[src/rtl/pong_match_ctrl.sv]
// Match sequencer for Pong: counts points from the ball block, detects the winner
// and holds the ball at centre for a timed serve delay between points.
module pong_match_ctrl #(
    parameter int unsigned WIN_SCORE   = 7,
    parameter int unsigned SERVE_DELAY = 50_000_000,
    parameter int unsigned DELAY_W     = 26
) (
    input  logic       clk,
    input  logic       rst,
    input  logic       start,
    input  logic       player_scored,
    input  logic       cpu_scored,
    output logic [3:0] player_score,
    output logic [3:0] cpu_score,
    output logic       player_win,
    output logic       cpu_win,
    output logic       ball_hold,
    output logic       serve_dir,
    output logic [2:0] state
);

    typedef enum logic [2:0] {
        IDLE       = 3'd0,
        SERVE_WAIT = 3'd1,
        PLAY       = 3'd2,
        POINT      = 3'd3,
        GAME_OVER  = 3'd4
    } state_t;

    localparam logic [3:0]         WIN_VAL   = 4'(WIN_SCORE);
    localparam logic [DELAY_W-1:0] DELAY_END = DELAY_W'(SERVE_DELAY - 1);

    state_t             cur, nxt;
    logic               p_q, c_q, start_q;
    logic [DELAY_W-1:0] cnt, cnt_nxt;
    logic [3:0]         p_score_nxt, c_score_nxt;
    logic               p_win_nxt, c_win_nxt, dir_nxt, hold_nxt;
    logic               p_edge, c_edge, start_edge;

    assign p_edge     = player_scored & ~p_q;
    assign c_edge     = cpu_scored & ~c_q;
    assign start_edge = start & ~start_q;
    assign state      = cur;

    // State and datapath registers
    always_ff @(posedge clk or posedge rst) begin
        if (rst) begin
            cur          <= IDLE;
            p_q          <= 1'b0;
            c_q          <= 1'b0;
            start_q      <= 1'b0;
            cnt          <= '0;
            player_score <= 4'd0;
            cpu_score    <= 4'd0;
            player_win   <= 1'b0;
            cpu_win      <= 1'b0;
            ball_hold    <= 1'b1;
            serve_dir    <= 1'b0;
        end else begin
            cur          <= nxt;
            p_q          <= player_scored;
            c_q          <= cpu_scored;
            start_q      <= start;
            cnt          <= cnt_nxt;
            player_score <= p_score_nxt;
            cpu_score    <= c_score_nxt;
            player_win   <= p_win_nxt;
            cpu_win      <= c_win_nxt;
            ball_hold    <= hold_nxt;
            serve_dir    <= dir_nxt;
        end
    end

    // Next-state logic; player edge has priority over a simultaneous cpu edge
    always_comb begin
        nxt = IDLE;
        case (cur)
            IDLE:       nxt = start ? SERVE_WAIT : IDLE;
            SERVE_WAIT: nxt = (cnt == DELAY_END) ? PLAY : SERVE_WAIT;
            PLAY:       nxt = (p_edge | c_edge) ? POINT : PLAY;
            POINT:      nxt = (player_score == WIN_VAL || cpu_score == WIN_VAL)
                              ? GAME_OVER : SERVE_WAIT;
            GAME_OVER:  nxt = start_edge ? IDLE : GAME_OVER;
            default:    nxt = IDLE;
        endcase
    end

    // Next values of the registered outputs and the serve counter
    always_comb begin
        cnt_nxt     = cnt;
        p_score_nxt = player_score;
        c_score_nxt = cpu_score;
        p_win_nxt   = player_win;
        c_win_nxt   = cpu_win;
        dir_nxt     = serve_dir;
        hold_nxt    = (nxt != PLAY);
        case (cur)
            IDLE: begin
                if (start) begin
                    cnt_nxt     = '0;
                    p_score_nxt = 4'd0;
                    c_score_nxt = 4'd0;
                    p_win_nxt   = 1'b0;
                    c_win_nxt   = 1'b0;
                end
            end
            SERVE_WAIT: cnt_nxt = (cnt == DELAY_END) ? '0 : cnt + DELAY_W'(1);
            PLAY: begin
                if (p_edge) begin
                    p_score_nxt = player_score + 4'd1;
                    dir_nxt     = 1'b1;
                end else if (c_edge) begin
                    c_score_nxt = cpu_score + 4'd1;
                    dir_nxt     = 1'b0;
                end
            end
            POINT: begin
                if (player_score == WIN_VAL)   p_win_nxt = 1'b1;
                else if (cpu_score == WIN_VAL) c_win_nxt = 1'b1;
            end
            default: ;
        endcase
    end

endmodule

[config.mk]
export PLATFORM = sky130hd
export DESIGN_NAME = pong_match_ctrl
export DESIGN_NICKNAME = d
export VERILOG_FILES = /design/src/rtl/pong_match_ctrl.sv
export SDC_FILE = /design/constraint.sdc
export NUM_CORES = 1
export LEC_CHECK = 0
export ABC_CLOCK_PERIOD_IN_PS = 4800
export BUFFER_PORTS_ARGS = -buffer_cell sky130_fd_sc_hd__buf_2
export CAP_MARGIN = 20
export CORE_MARGIN = 4
export CORE_UTILIZATION = 55
export DETAILED_ROUTE_END_ITERATION = 12
export PLACE_DENSITY = 0.8
export SYNTH_ARGS = -nofsm -noshare
export SYNTH_HDL_FRONTEND = slang
export SYNTH_SLANG_ARGS = --single-unit
[constraint.sdc]
create_clock -name clk -period 4.8 [get_ports clk]
set_input_delay 0 -clock clk [delete_from_list [all_inputs] [get_ports clk]]
set_output_delay 0 -clock clk [all_outputs]
set_load 0.01 [all_outputs]
==> results_dict.tcl <==
set metrics [dict create \
    fin_tns_setup_ns 0 \
    p_seq_frac 0.589 \
    critPathSlowestCell "dfrtp_1" \
    syn2layout_area_growth_pct 9.11 \
    drv_cap 0 \
    setup_violations 0 \
    insertion_delay_ns 0.30 \
    avgViaCountPerCell 6.11 \
    drv_slew 0 \
    startpoint_type "flip-flop" \
    max_freq_mhz 512 \
    clkPwrFrac 0.381 \
    ir_worst_vdd_mv 0.142 \
    grt_pass1_wl_mm 8.28 \
    drc 0 \
    num_antenna_cells 0 \
    synth_nets 264 \
    synth_edf_count 0 \
    p_per_area_mw_per_mm2 240 \
    synth-compound-area-share 0.182 \
    drt_iter0_drc 201 \
    async_reset_ff_frac 1.00 \
    crit_family "simple AND/OR/NAND/NOR gates" \
    ios 20 \
    ys.flop_type "dfrtp_1" \
    critPathArrivalTime_ns 2.12 \
    drt-total-wl_mm 5.10 \
    avgSynthCellArea_um2 9.49 \
    p_int_mw 0.497 \
    grt_max_degree 45 \
    clkSinkCount 44 \
    worst_slew_pin_slew_ns 0.777 \
    finalNetCount 284 \
    fin_skew_ns 0.00364 \
    min_path_type "input pin to asynchronous set/reset pin" \
    path_cells "ha_1 > nand3_1 > nor2_1 > nand4_1 > o21ai_0 > a31oi_1" \
    vias 1999 \
    synth_top_family_by_area "simple AND/OR/NAND/NOR gates" \
    p_leak_nw 1.17 \
    die_x_um 74.5 \
    reg2reg_from "cnt[0]" \
    final_common_cell "dfrtp_1" \
    num_rows 23 \
    ys_seq_area_frac 0.454 \
    layout-drive-gt1-share 0.148 \
    synthSimpleGateAreaFrac 0.277 \
    yosysUniqueCellTypes 49 \
    fillers 349 \
    yosys-top-cells-area "dfrtp_1 44%, a31oi_1 4.6%, o21ai_0 4.1%" \
    min_period_ns 1.95 \
    max_stage_delay_ns 0.44 \
    dp_hpwl_mm 3.39 \
    finalCritPeriodShare 0.407 \
    cts-buffers-inserted 5 \
    cp.required_ns 4.97 \
    reg2regPathDepth 6 \
    rsz0062_at_grt "no" \
    hold_violations 0 \
    core_area_mm2 0.00414 \
    ys_ff_latch 44 \
    endpoint_kind "flip-flop" \
    p_sw_mw 0.138 \
    syn_area_mm2 0.00243 \
    start_util 0.586 \
    fp.dieH_um 74.5 \
    crit_type "flip-flop to flip-flop" \
    ys_warn_count 0 \
    clkTransAtPathRegs_ns 0.08 \
    synth.mux.area_fraction 0.00412 \
    clk_path_buf_depth 2 \
    status "completed" \
    cts_tree "yes" \
    final_cell_mix "43 x dfrtp_1, 21 x nand2_1, 20 x o21ai_0, 19 x buf_2, 18 x a31oi_1" \
    slew_headroom 0.481 \
    gp_congestion 0.830 \
    root_buffer "clkbuf_8" \
    drtAntennaViolNets 0 \
    power_frac_comb 0.029 \
    reg2reg_slack_ns 2.85 \
    drt_pass1_iterations 4 \
    syn_inst 256 \
    htreeDepth 2 \
    yosys.area.top_type_share 0.443 \
    grt_pass1_vias 1702 \
    path_buf_inv 0 \
    utilization 0.640 \
    swShare 0.218 \
    dieArea_mm2 0.00555 \
    synth.largest_area_cell "dfrtp_1" \
    cts_resized 0 \
    crit_path_max_fanout 6 \
    routedWlPerCell_um 15.6 \
    synthAdderAreaFrac 0.0154 \
    grt_overflow_total 0 \
    antenna_found_initial 0 \
    grt_util_all_layers 0.195 \
    rr_endpoint "cnt[18]" \
    synth-xor-area-share 0.0108 \
    timing.hold.ws_ns 0.361 \
    io_buffers 19 \
]
-- how the worst max path moves through the flow --
stage	startpoint	to	slack (ns)	cells past startpoint
floorplan	state[2]	cnt[24]	3.12	6
global placement	state[0]	cnt[18]	2.47	4
detailed placement	state[0]	cnt[18]	2.38	4
CTS	cnt[0]	cnt[18]	2.36	6
global route	cnt[0]	cnt[18]	2.74	7
finish	cnt[0]	cnt[18]	2.85	6
-- tightest hold or removal path: stages --
cell and delay [ns]:
dlygate4sd3_1 0.53, buf_2 0.12, clkinv_1 0.03, buf_4 0.45
-- synth_stat cells (2+ instances only) --
cell type and instances:
a21o_1 4, a21oi_1 17, a22o_1 3, a31oi_1 18, and2_1 2, and3_1 4, and4_1 7, buf_2 5
buf_6 5, clkbuf_1 2, dfrtp_1 43, ha_1 3, inv_1 11, nand2_1 21, nand2b_1 9, nand3_1 13
nand3b_1 3, nand4_1 11, nand4_2 2, nor2_1 13, nor3_1 4, nor4_1 3, o21ai_0 20, or3_1 6
xor2_1 3
-- final cells by class --
type	instances	area [µm²]	share of cell area
Clock buffer	8	90.1	0.0340
Multi-Input combinational cell	188	1190	0.449
Inverter	11	41.3	0.0156
Timing Repair Buffer	26	165	0.0623
Tap cell	50	62.6	0.0236
Sequential cell	44	1100	0.416
-- metrics by stage --
stage | cell area, µm² | cells | setup WS, ns | total power [mW]
3_3_place_gp | 2510 | 314 | 2.47 | 0.398
6_report | 2650 | 327 | 2.85 | 0.635
2_1_floorplan | 2430 | 256 | 3.12 | 0.391
4_1_cts | 2640 | 326 | 2.36 | 0.638
5_1_grt | 2650 | 327 | 2.74 | 0.658
3_5_place_dp | 2510 | 314 | 2.38 | 0.398
-- cell families after synthesis --
| family | Yosys count |
|---|---|
| AOI/OAI and AO/OA | 71 |
| adders and majority gates | 3 |
| buffers and inverters | 24 |
| and+or+nand+nor | 110 |
| DFF | 44 |
| xor gates and xnor gates | 3 |
| muxes | 1 |
-- state kept, by name, indices dropped and copies added, names as in the netlist --
register and flops:
player_score 4, player_win 1, c_q 1, state 3
ball_hold 1, p_q 1, start_q 1, cpu_win 1
serve_dir 1, cnt 26, cpu_score 4
-- routing by layer --
layer  share of wire  wire, µm  vias up  track usage
met2            0.44      2230       58        0.279
met4           0.014        69        0       0.0593
met1            0.49      2470      942        0.287
met5               0         0        -            0
met3           0.062       318        9       0.0541
li1                -         -      990            -
-- power by group through the flow --
stage | logic [mW] | registers, mW | clock network [mW]
2_1_floorplan | 0.00868 | 0.382 | 0
3_3_place_gp | 0.0167 | 0.381 | 0
3_5_place_dp | 0.0169 | 0.382 | 0
4_1_cts | 0.0194 | 0.374 | 0.245
5_1_grt | 0.0215 | 0.375 | 0.262
6_report | 0.0187 | 0.374 | 0.242
-- what timing repair did --
action,CTS,global route
hold buffers,4,0
hold endpoints to repair,46,0
buffers inserted,0,0
No activity file was read; power rests on OpenSTA's default activity.
